**src/rtl/spi_reg_pkg.sv**
```systemverilog
// Shared register-map constants and status bit positions for the SPI register bank.
package spi_reg_pkg;

    localparam logic [4:0] IOC_VERSION    = 5'h01;
    localparam logic [4:0] IOC_SCRATCH    = 5'h02;
    localparam logic [4:0] IOC_CTRL       = 5'h03;
    localparam logic [4:0] IOC_STATUS     = 5'h04;
    localparam logic [4:0] IOC_CNT_LO     = 5'h05;
    localparam logic [4:0] IOC_CNT_HI     = 5'h06;
    localparam logic [4:0] IOC_FIFO_DATA  = 5'h07;
    localparam logic [4:0] IOC_FIFO_LEVEL = 5'h08;

    localparam int unsigned ST_OVF    = 0;
    localparam int unsigned ST_UDF    = 1;
    localparam int unsigned ST_WRAP   = 2;
    localparam int unsigned ST_BADIOC = 3;
    localparam int unsigned ST_EMPTY  = 4;
    localparam int unsigned ST_FULL   = 5;

endpackage

```
**src/rtl/spi_reg_fifo.sv**
```systemverilog
// First-word-fall-through capture FIFO; reports dropped pushes and empty pops.
module spi_reg_fifo #(
    parameter int unsigned DEPTH = 8
) (
    input  logic       clk_i,
    input  logic       rst_i,
    input  logic       push_i,
    input  logic       pop_i,
    input  logic [7:0] data_i,
    output logic [7:0] data_o,
    output logic       full_o,
    output logic       empty_o,
    output logic [4:0] level_o,
    output logic       ovf_o,
    output logic       udf_o
);

    localparam int unsigned AW = (DEPTH > 1) ? $clog2(DEPTH) : 1;

    logic [7:0]    mem_q [DEPTH];
    logic [AW-1:0] wptr_q, wptr_d;
    logic [AW-1:0] rptr_q, rptr_d;
    logic [4:0]    level_q, level_d;
    logic          push_ok, pop_ok;

    assign full_o  = (level_q == 5'(DEPTH));
    assign empty_o = (level_q == 5'd0);
    assign level_o = level_q;
    assign data_o  = mem_q[rptr_q];

    // A pop on empty is refused first, so a same-cycle push still lands.
    assign push_ok = push_i & ~full_o;
    assign pop_ok  = pop_i & ~empty_o;
    assign ovf_o   = push_i & full_o;
    assign udf_o   = pop_i & empty_o;

    always_comb begin
        wptr_d  = wptr_q;
        rptr_d  = rptr_q;
        level_d = level_q;
        if (push_ok) wptr_d = wptr_q + AW'(1);
        if (pop_ok)  rptr_d = rptr_q + AW'(1);
        case ({push_ok, pop_ok})
            2'b10:   level_d = level_q + 5'd1;
            2'b01:   level_d = level_q - 5'd1;
            default: level_d = level_q;
        endcase
    end

    always_ff @(posedge clk_i) begin
        if (push_ok) mem_q[wptr_q] <= data_i;
    end

    always_ff @(posedge clk_i) begin
        if (rst_i) begin
            wptr_q  <= '0;
            rptr_q  <= '0;
            level_q <= '0;
        end else begin
            wptr_q  <= wptr_d;
            rptr_q  <= rptr_d;
            level_q <= level_d;
        end
    end

endmodule

```
**src/rtl/spi_reg_bank.sv**
```systemverilog
// Per-chip-select register bank behind the SPI command interface: scratch, control,
// sticky status, event counter with snapshot, and a capture FIFO.
module spi_reg_bank
    import spi_reg_pkg::*;
#(
    parameter logic [7:0]  VERSION    = 8'h01,
    parameter int unsigned FIFO_DEPTH = 8,
    parameter logic [7:0]  CTRL_RESET = 8'h00
) (
    input  logic       i_sys_clk,
    input  logic       i_rst,
    input  logic       i_cs,
    input  logic [4:0] i_ioc,
    input  logic       i_fetch_cmd,
    input  logic       i_load_cmd,
    input  logic [7:0] i_data_in,
    output logic [7:0] o_data_out,
    input  logic       i_event,
    input  logic       i_fifo_wr,
    input  logic [7:0] i_fifo_data,
    output logic [7:0] o_ctrl,
    output logic [4:0] o_fifo_level,
    output logic       o_irq
);

    logic [7:0]  data_q, data_d;
    logic [7:0]  scratch_q, scratch_d;
    logic [7:0]  ctrl_q, ctrl_d;
    logic [3:0]  sticky_q, sticky_d;
    logic [15:0] cnt_q, cnt_d;
    logic [7:0]  shadow_q, shadow_d;
    logic        irq_q;

    logic        rd, wr, both;
    logic [7:0]  rdata;
    logic [7:0]  status_rd;
    logic [3:0]  w1c, set;
    logic        bad, pop, cnt_clr, cnt_wrap;
    logic [7:0]  fifo_head;
    logic        fifo_full, fifo_empty, fifo_ovf, fifo_udf;
    logic [4:0]  fifo_level;

    // A load paired with a fetch wins; the fetch is dropped and flagged.
    assign rd   = i_cs & i_fetch_cmd & ~i_load_cmd;
    assign wr   = i_cs & i_load_cmd;
    assign both = i_cs & i_fetch_cmd & i_load_cmd;

    spi_reg_fifo #(
        .DEPTH(FIFO_DEPTH)
    ) u_fifo (
        .clk_i  (i_sys_clk),
        .rst_i  (i_rst),
        .push_i (i_fifo_wr),
        .pop_i  (pop),
        .data_i (i_fifo_data),
        .data_o (fifo_head),
        .full_o (fifo_full),
        .empty_o(fifo_empty),
        .level_o(fifo_level),
        .ovf_o  (fifo_ovf),
        .udf_o  (fifo_udf)
    );

    always_comb begin
        status_rd            = '0;
        status_rd[3:0]       = sticky_q;
        status_rd[ST_EMPTY]  = fifo_empty;
        status_rd[ST_FULL]   = fifo_full;
    end

    always_comb begin
        rdata     = 8'h00;
        bad       = both;
        pop       = 1'b0;
        shadow_d  = shadow_q;
        scratch_d = scratch_q;
        ctrl_d    = ctrl_q;
        w1c       = '0;
        cnt_clr   = 1'b0;

        if (rd) begin
            case (i_ioc)
                IOC_VERSION:    rdata = VERSION;
                IOC_SCRATCH:    rdata = scratch_q;
                IOC_CTRL:       rdata = ctrl_q;
                IOC_STATUS:     rdata = status_rd;
                IOC_CNT_LO: begin
                    rdata    = cnt_q[7:0];
                    shadow_d = cnt_q[15:8];
                end
                IOC_CNT_HI:     rdata = shadow_q;
                IOC_FIFO_DATA: begin
                    pop   = 1'b1;
                    rdata = fifo_empty ? 8'h00 : fifo_head;
                end
                IOC_FIFO_LEVEL: rdata = {3'b000, fifo_level};
                default:        bad = 1'b1;
            endcase
        end

        if (wr) begin
            case (i_ioc)
                IOC_SCRATCH: scratch_d = i_data_in;
                IOC_CTRL:    ctrl_d    = i_data_in;
                IOC_STATUS:  w1c       = i_data_in[3:0];
                IOC_CNT_LO:  cnt_clr   = 1'b1;
                default:     bad       = 1'b1;
            endcase
        end

        cnt_wrap = i_event & (cnt_q == 16'hFFFF) & ~cnt_clr;
        cnt_d    = cnt_clr ? 16'h0000 : cnt_q + {15'b0, i_event};

        set            = '0;
        set[ST_OVF]    = fifo_ovf;
        set[ST_UDF]    = fifo_udf;
        set[ST_WRAP]   = cnt_wrap;
        set[ST_BADIOC] = bad;
        sticky_d       = (sticky_q & ~w1c) | set;

        data_d = rd ? rdata : data_q;
    end

    always_ff @(posedge i_sys_clk) begin
        if (i_rst) begin
            data_q    <= '0;
            scratch_q <= '0;
            ctrl_q    <= CTRL_RESET;
            sticky_q  <= '0;
            cnt_q     <= '0;
            shadow_q  <= '0;
            irq_q     <= 1'b0;
        end else begin
            data_q    <= data_d;
            scratch_q <= scratch_d;
            ctrl_q    <= ctrl_d;
            sticky_q  <= sticky_d;
            cnt_q     <= cnt_d;
            shadow_q  <= shadow_d;
            irq_q     <= |sticky_q;
        end
    end

    assign o_data_out   = data_q;
    assign o_ctrl       = ctrl_q;
    assign o_fifo_level = fifo_level;
    assign o_irq        = irq_q;

endmodule

```
**config.mk**
```make
export PLATFORM = sky130hd
export DESIGN_NAME = spi_reg_bank
export DESIGN_NICKNAME = d
export VERILOG_FILES = /design/src/rtl/spi_reg_pkg.sv /design/src/rtl/spi_reg_fifo.sv /design/src/rtl/spi_reg_bank.sv
export SDC_FILE = /design/constraint.sdc
export NUM_CORES = 1
export LEC_CHECK = 0
export CAP_MARGIN = 20
export CORE_ASPECT_RATIO = 0.6
export CORE_MARGIN = 8
export CORE_UTILIZATION = 40
export DETAILED_ROUTE_END_ITERATION = 10
export SETUP_SLACK_MARGIN = 0.3
export SYNTH_ARGS = -nofsm -noshare
export SYNTH_HDL_FRONTEND = slang
export SYNTH_HIERARCHICAL = 1
export SYNTH_SLANG_ARGS = --single-unit
```
**constraint.sdc**
```tcl
create_clock -name i_sys_clk -period 9.1 [get_ports i_sys_clk]
set_input_delay 1.365 -clock i_sys_clk [delete_from_list [all_inputs] [get_ports i_sys_clk]]
set_output_delay 1.365 -clock i_sys_clk [all_outputs]
set_load 0.01 [all_outputs]
```
======== Word level (Yosys, flattened, before mapping) ========
Memories as Yosys holds them, arrays and structs flattened. A register that Yosys moved wholly into a read port is not among the register bits.
Cells that the tools add are included.
word-level totals
  register bits ........................... 64
  RAM bits ................................ 64
  input port bits ......................... 28
  output and inout port bits .............. 22
  logic and storage cells ................. 71
  memories ................................ 1
operators by class
  $add $sub $neg .......................... 5
  equality and inequality tests ........... 12
  multiplexer cells ....................... 17
  bitwise operators ....................... 17
  reduce and logical (&&, ||, !) cells .... 9
memories
  memory        depth  bits a word  read ports  clocked after memory_dff  wr ports  line                source
  u_fifo.mem_q  8      8            1           1                         1         spi_reg_fifo.sv:20  logic [7:0] mem_q [DEPTH];
operators by type and width
  kind                                                  count
  one-hot mux 8 bit (8 select lines)                    1
  equality test 5 x 3 -> 1 bit (second input constant)  4
  adder 16 x 1 -> 16 bit                                1
  equality test 16 bit (second input constant)          1
  AND 1 bit                                             10
  equality test 5 x 2 -> 1 bit (second input constant)  2
  equality test 5 x 4 -> 1 bit (second input constant)  2
  two-way mux 1 bit                                     10
  one-hot mux 5 bit (2 select lines)                    1
  two-way mux 4 bit                                     2
  two-way mux 8 bit                                     1
  OR reduction 4 bit                                    2
  OR reduction 8 bit                                    1
  adder 3 x 1 -> 3 bit (second input constant)          2
  two-way mux 3 bit                                     2
  AND reduction 2 bit                                   3
  adder 5 x 1 -> 5 bit (second input constant)          1
  equality test 5 x 1 -> 1 bit (second input constant)  1
  zero test 5 bit                                       1
  subtractor 5 x 1 -> 5 bit (second input constant)     1
  AND 4 bit                                             1
  inverter 1 bit                                        4
  inverter 4 bit                                        1
  OR 4 bit                                              1
  4 further kinds                                       4

======== Logic depth before layout (Yosys ltp) ========
  depth after elaboration ................. 7
  mapped depth ............................ 14
  mapped depth without buffers ............ 12

======== Hierarchy ========
Netlist, hierarchy kept.
by module, submodules not included
  module        instances  cells an instance  area an instance (sq um)  seq. area each (sq um)
  spi_reg_fifo  1          189                3,229.3                   2,202.1
  spi_reg_bank  1          289                2,636.3                   1,061.0

======== Worst setup path before layout ========
Ideal clock, no wire load.
  path kind ............................... input to register
  start point ............................. input port i_ioc[4]
  end point ............................... register u_fifo.level_q[4], in the netlist u_fifo/level_o[4]
  setup time .............................. 0.121 ns
  arrival time ............................ 3.816 ns
  data required time ...................... 8.979 ns
  path slack .............................. 5.164 ns
  cell stages on the path ................. 14
  path buffers ............................ 2
  cells stage by stage .................... buf_2 > nor3b_2 > nand2_1 > nor2_1 > o21ai_2 > inv_1 > ha_1 > clkbuf_1 > xor2_1 > ha_1 > nor2b_1 > o21ai_0 > a221oi_1 > mux2_2
on the way
  longest elaborated chain between the ends .. 6
  elaborated cells between the ends (all ways) .. 8
  classes of those cells .................. 3 x eq/ne; 3 x mux; 1 x bitwise; 1 x reduce/logical
RTL lines
  item                                                                      line                source
  start, declared                                                           spi_reg_bank.sv:13  input logic [4:0] i_ioc,
  equality test 5 x 3 -> 1 bit (*)                                          spi_reg_bank.sv:82  case (i_ioc)
  two-way mux 1 bit (*)                                                     spi_reg_bank.sv:82
  two-way mux 1 bit (*)                                                     spi_reg_bank.sv:81  if (rd) begin
  named net pop                                                             spi_reg_bank.sv:38  logic bad, pop, cnt_clr, cnt_wrap;
  AND 1 bit (*)                                                             spi_reg_fifo.sv:33  assign pop_ok = pop_i & ~empty_o;
  named net u_fifo.pop_ok                                                   spi_reg_fifo.sv:24  logic push_ok, pop_ok;
  equality test 2 x 1 -> 1 bit or equality test 2 bit (tied branches)       spi_reg_fifo.sv:43  case ({push_ok, pop_ok})
  one-hot mux 5 bit (2 select lines) or nonzero test 2 bit (tied branches)  --
  end signal, assigned                                                      spi_reg_fifo.sv:62  level_q <= level_d;
  end, declared                                                             spi_reg_fifo.sv:23  logic [4:0] level_q, level_d;
The timed path passes the listed nets; every way through them passes the cells marked *.
A chain may end at the register's enable or synchronous reset.

======== Worst setup path in the final report ========
  start point ............................. input port i_ioc[0]
  end point ............................... register u_fifo.level_q[4], in the netlist u_fifo/level_o[4]
Same word-level chain as after synthesis.

==> summary.txt <==
Worst setup path
  – Crit path capture type: flop
  – R2r endpoint: u_fifo/level_o[4]$_SDFFE_PP0P_
  – R2R Setup Slk: 5.85 ns
  – Worst EP required: approximately 9.4 ns
  – R2R cell count: 9
  – CP Max Fanout: 14
  – Worst EP arrival: 5.06 ns
  – WS Path Type: primary input to flop
  – Reg2reg start: u_fifo/level_o[1]$_SDFFE_PP0P_
  – Nature of the critical path startpoint: primary input

Timing
  – Max-slew violation count: 0
  – Final period util: between 50 and 60%
  – RSZ-0062 raised after global routing: false
  – Final setup vio count: 0
  – TNS Setup: 0 ns
  – Tightest Pin Transition: between 0.9 and 1 ns
  – Slew HR: between 30% and 40%
  – Final min period: 4.75 ns
  – Worst setup margin: 4.35 ns
  – Final Hold Viols: 0
  – Final Skew: approximately 0.014 ns
  – Max Clk Rate: ~210 MHz

Power
  – Sw Ratio: between 20 and 25%
  – Static leakage: approximately 2.5 nW
  – Reg power frac: a little under half
  – Internal power: 0.00104 W
  – P per Cell Area: approximately 190 mW/mm^2
  – Gate power share: 5.7%
  – Clock power share: a little under half
  – VDD IR max: about 110 uV
  – P_sw: roughly 0.00031 W

Min path
  – WHS Endpoint: o_data_out[6]$_SDFFE_PP0P_
  – Hold Path Cell Cnt: 2
  – HP Class: flop to flop
  – Hold wc startpoint: o_data_out[6]$_SDFFE_PP0P_

Clock network
  – Sink Count: between 100 and 150
  – Hold_buf cts: 0
  – CTS resizes: 0
  – Post-CTS Setup Bufs: 0
  – CTS tree: built
  – Worst skew pair latency: around 0.42 ns
  – Clock Path Buffers: 2
  – Total CTS buffers: 17
  – H-tree depth: 4
  – CTS clk-pin slew, worst paths: 0.06 ns
  – Clk root buf: clkbuf_16

Synth
  – Ys flop type: dfxtp_1
  – Leading cell type by number of instances after synthesis: dfxtp_1
  – Synth area leaders: edfxtp_1 33%, dfxtp_1 23%, mux2i_1 6.7%
  – Post-synthesis sequential area ratio: a little under three fifths
  – Syn Area/Cell: roughly 12 um^2
  – EDFF count, synth: between 60 and 70
  – Synthesized area: between 0.005 and 0.006 mm^2
  – Syn_nets: 514
  – Async S/R FF share, synth: 0%
  – Synthesis-stage register bit count: 131
  – Most area-hungry cell type in the Yosys netlist: edfxtp_1
  – Synth unique cells: 63
  – Post-synth top cells: 67 x dfxtp_1, 64 x edfxtp_1, 61 x nor2_1
  – Share of the synthesized area in the top cell type: between 30% and 40%
  – Yosys warns: 6
  – Mapped Cells: about 480

Routing
  – Drt pass-1 iters: 5
  – DR vias: 4069
  – DR iter-0 viols: about 390
  – Remaining antenna violation count after routing: 0
  – DRC viols: 0
  – Mean number of vias per cell: 5.56
  – DRT Wirelength: 14600 um
  – WL/cell: between 15 and 20 um

Die
  – DIE HEIGHT: roughly 110 um
  – Row cnt: 34
  – Initial core utilization: approximately two fifths
  – # IOs: 50
  – Die footprint: approximately 0.019 mm^2
  – Chip Width: around 170 um
  – CORE AREA: 0.0144 mm^2

Global route
  – Vias in the first global route: between 3000 and 4000
  – Global-route wire length before repair: between 20000 and 25000 um
  – Total track usage: between 15 and 20%
  – Initial antenna violation count: 0
  – Pin count of the biggest net entering global routing: 50
  – Remaining Overflow, GRT: 0

Place
  – HPWL Detailed: approximately 11000 um
  – Global placement routability congestion: between 0.8 and 0.9
  – Setup WS pre-CTS: about 4 ns
  – Number of port buffers: 49

Layout
  – Area grow syn2layout: 20.3%
  – Nets@finish: between 500 and 600
  – Share of cells above drive strength 1: roughly 14%
  – Post-Route Utilization: slightly below 50%
  – Diode count: 0

Flow run
  – Max Cap Viol: 0

Run status
  – Outcome: finished, final reports clean
==> sequential cells by signal, indices dropped and copies added, names as in the netlist, named ones only <==
| signal | flops |
|---|---|
| shadow_q | 8 |
| cnt_q | 16 |
| o_irq | 1 |
| scratch_q | 8 |
| u_fifo/level_o | 5 |
| o_ctrl | 8 |
| sticky_q | 4 |
| o_data_out | 8 |
| u_fifo/mem_q | 64 |
| u_fifo/wptr_q | 3 |
| u_fifo/rptr_q | 3 |
==> metal layers <==
metal	vias up	share of wire, %	global-route usage [%]
li1	1896	-	-
met5	-	0	0
met3	20	7.6	3.80
met4	0	1.3	5.70
met2	162	40	21.5
met1	1991	51	24.5
==> placed cells by master (no fill, tap or decap), types with 11 or more instances in the layout <==
cell type	count
and3_1	16
clkbuf_16	17
xor2_1	15
dfxtp_1	67
nand2_1	16
mux2i_1	39
edfxtp_1	64
o21ai_0	11
nor2_1	61
clkdlybuf4s50_1	48
mux4_2	16
==> worst max-delay path, cell delays in order <==
cell and delay [ns]:
clkdlybuf4s50_1 0.83, nor3b_2 0.58, nand2_1 0.10, nor2_1 0.23
o21ai_2 0.13, inv_1 0.10, ha_1 0.35, xor2_1 0.20
ha_1 0.23, nor2b_1 0.16, o21ai_0 0.09, a221oi_1 0.30
mux2_2 0.37
==> final cells by class <==
class	instances	area, um^2
Timing Repair Buffer	56	558
Clock inverter	13	125
Fill cell	1235	7360
Tap cell	198	248
Clock buffer	19	433
Sequential cell	131	3260
Multi-Input combinational cell	312	2420
Inverter	3	11.3
==> worst max path at each step <==
stage	start	to	slack (ns)	cells after the start
2_1_floorplan	i_ioc[4]	u_fifo/level_o[4]$_SDFFE_PP0P_	5.16	14
3_3_place_gp	i_ioc[0]	u_fifo/level_o[4]$_SDFFE_PP0P_	4.23	13
3_5_place_dp	i_ioc[0]	u_fifo/level_o[4]$_SDFFE_PP0P_	4.02	13
4_1_cts	i_ioc[0]	u_fifo/level_o[4]$_SDFFE_PP0P_	4.43	13
5_1_grt	i_ioc[0]	u_fifo/level_o[4]$_SDFFE_PP0P_	4.20	13
6_report	i_ioc[0]	u_fifo/level_o[4]$_SDFFE_PP0P_	4.35	13
==> power by group through the flow <==
stage	logic, W	clock network, W	registers [W]
2_1_floorplan	0.0000456	0	0.000648
3_3_place_gp	0.0000749	0	0.000651
3_5_place_dp	0.0000761	0	0.000651
4_1_cts	0.0000765	0.000654	0.000639
5_1_grt	0.0000836	0.000680	0.000640
6_report	0.0000772	0.000640	0.000639
==> kinds of logic after synthesis <==
logic type / Yosys count / synth area share [%]
multiplexers: 64 / 14.5
buffers and inverters: 35 / 3.18
AO/OA/AOI/OAI: 58 / 6.87
XOR/XNOR: 17 / 2.54
adder cells (fa/ha/maj): 8 / 1.71
flip-flops: 131 / 55.6
AND/OR/NAND/NOR: 165 / 15.6
==> per-stage QoR <==
| step | area [um^2] | std cells | power (W) | hold slack (ns) |
|---|---|---|---|---|
| final | 7060 | 732 | 0.00136 | 0.470 |
| after global routing | 7060 | 732 | 0.00140 | 0.495 |
| after CTS | 7030 | 731 | 0.00137 | 0.484 |
| after detailed placement | 6470 | 699 | 0.000727 | 0.477 |
| after global placement | 6470 | 699 | 0.000725 | 0.479 |
| after floorplan | 5870 | 478 | 0.000694 | 0.453 |
Note: power is estimated with default switching activity, not from simulation.
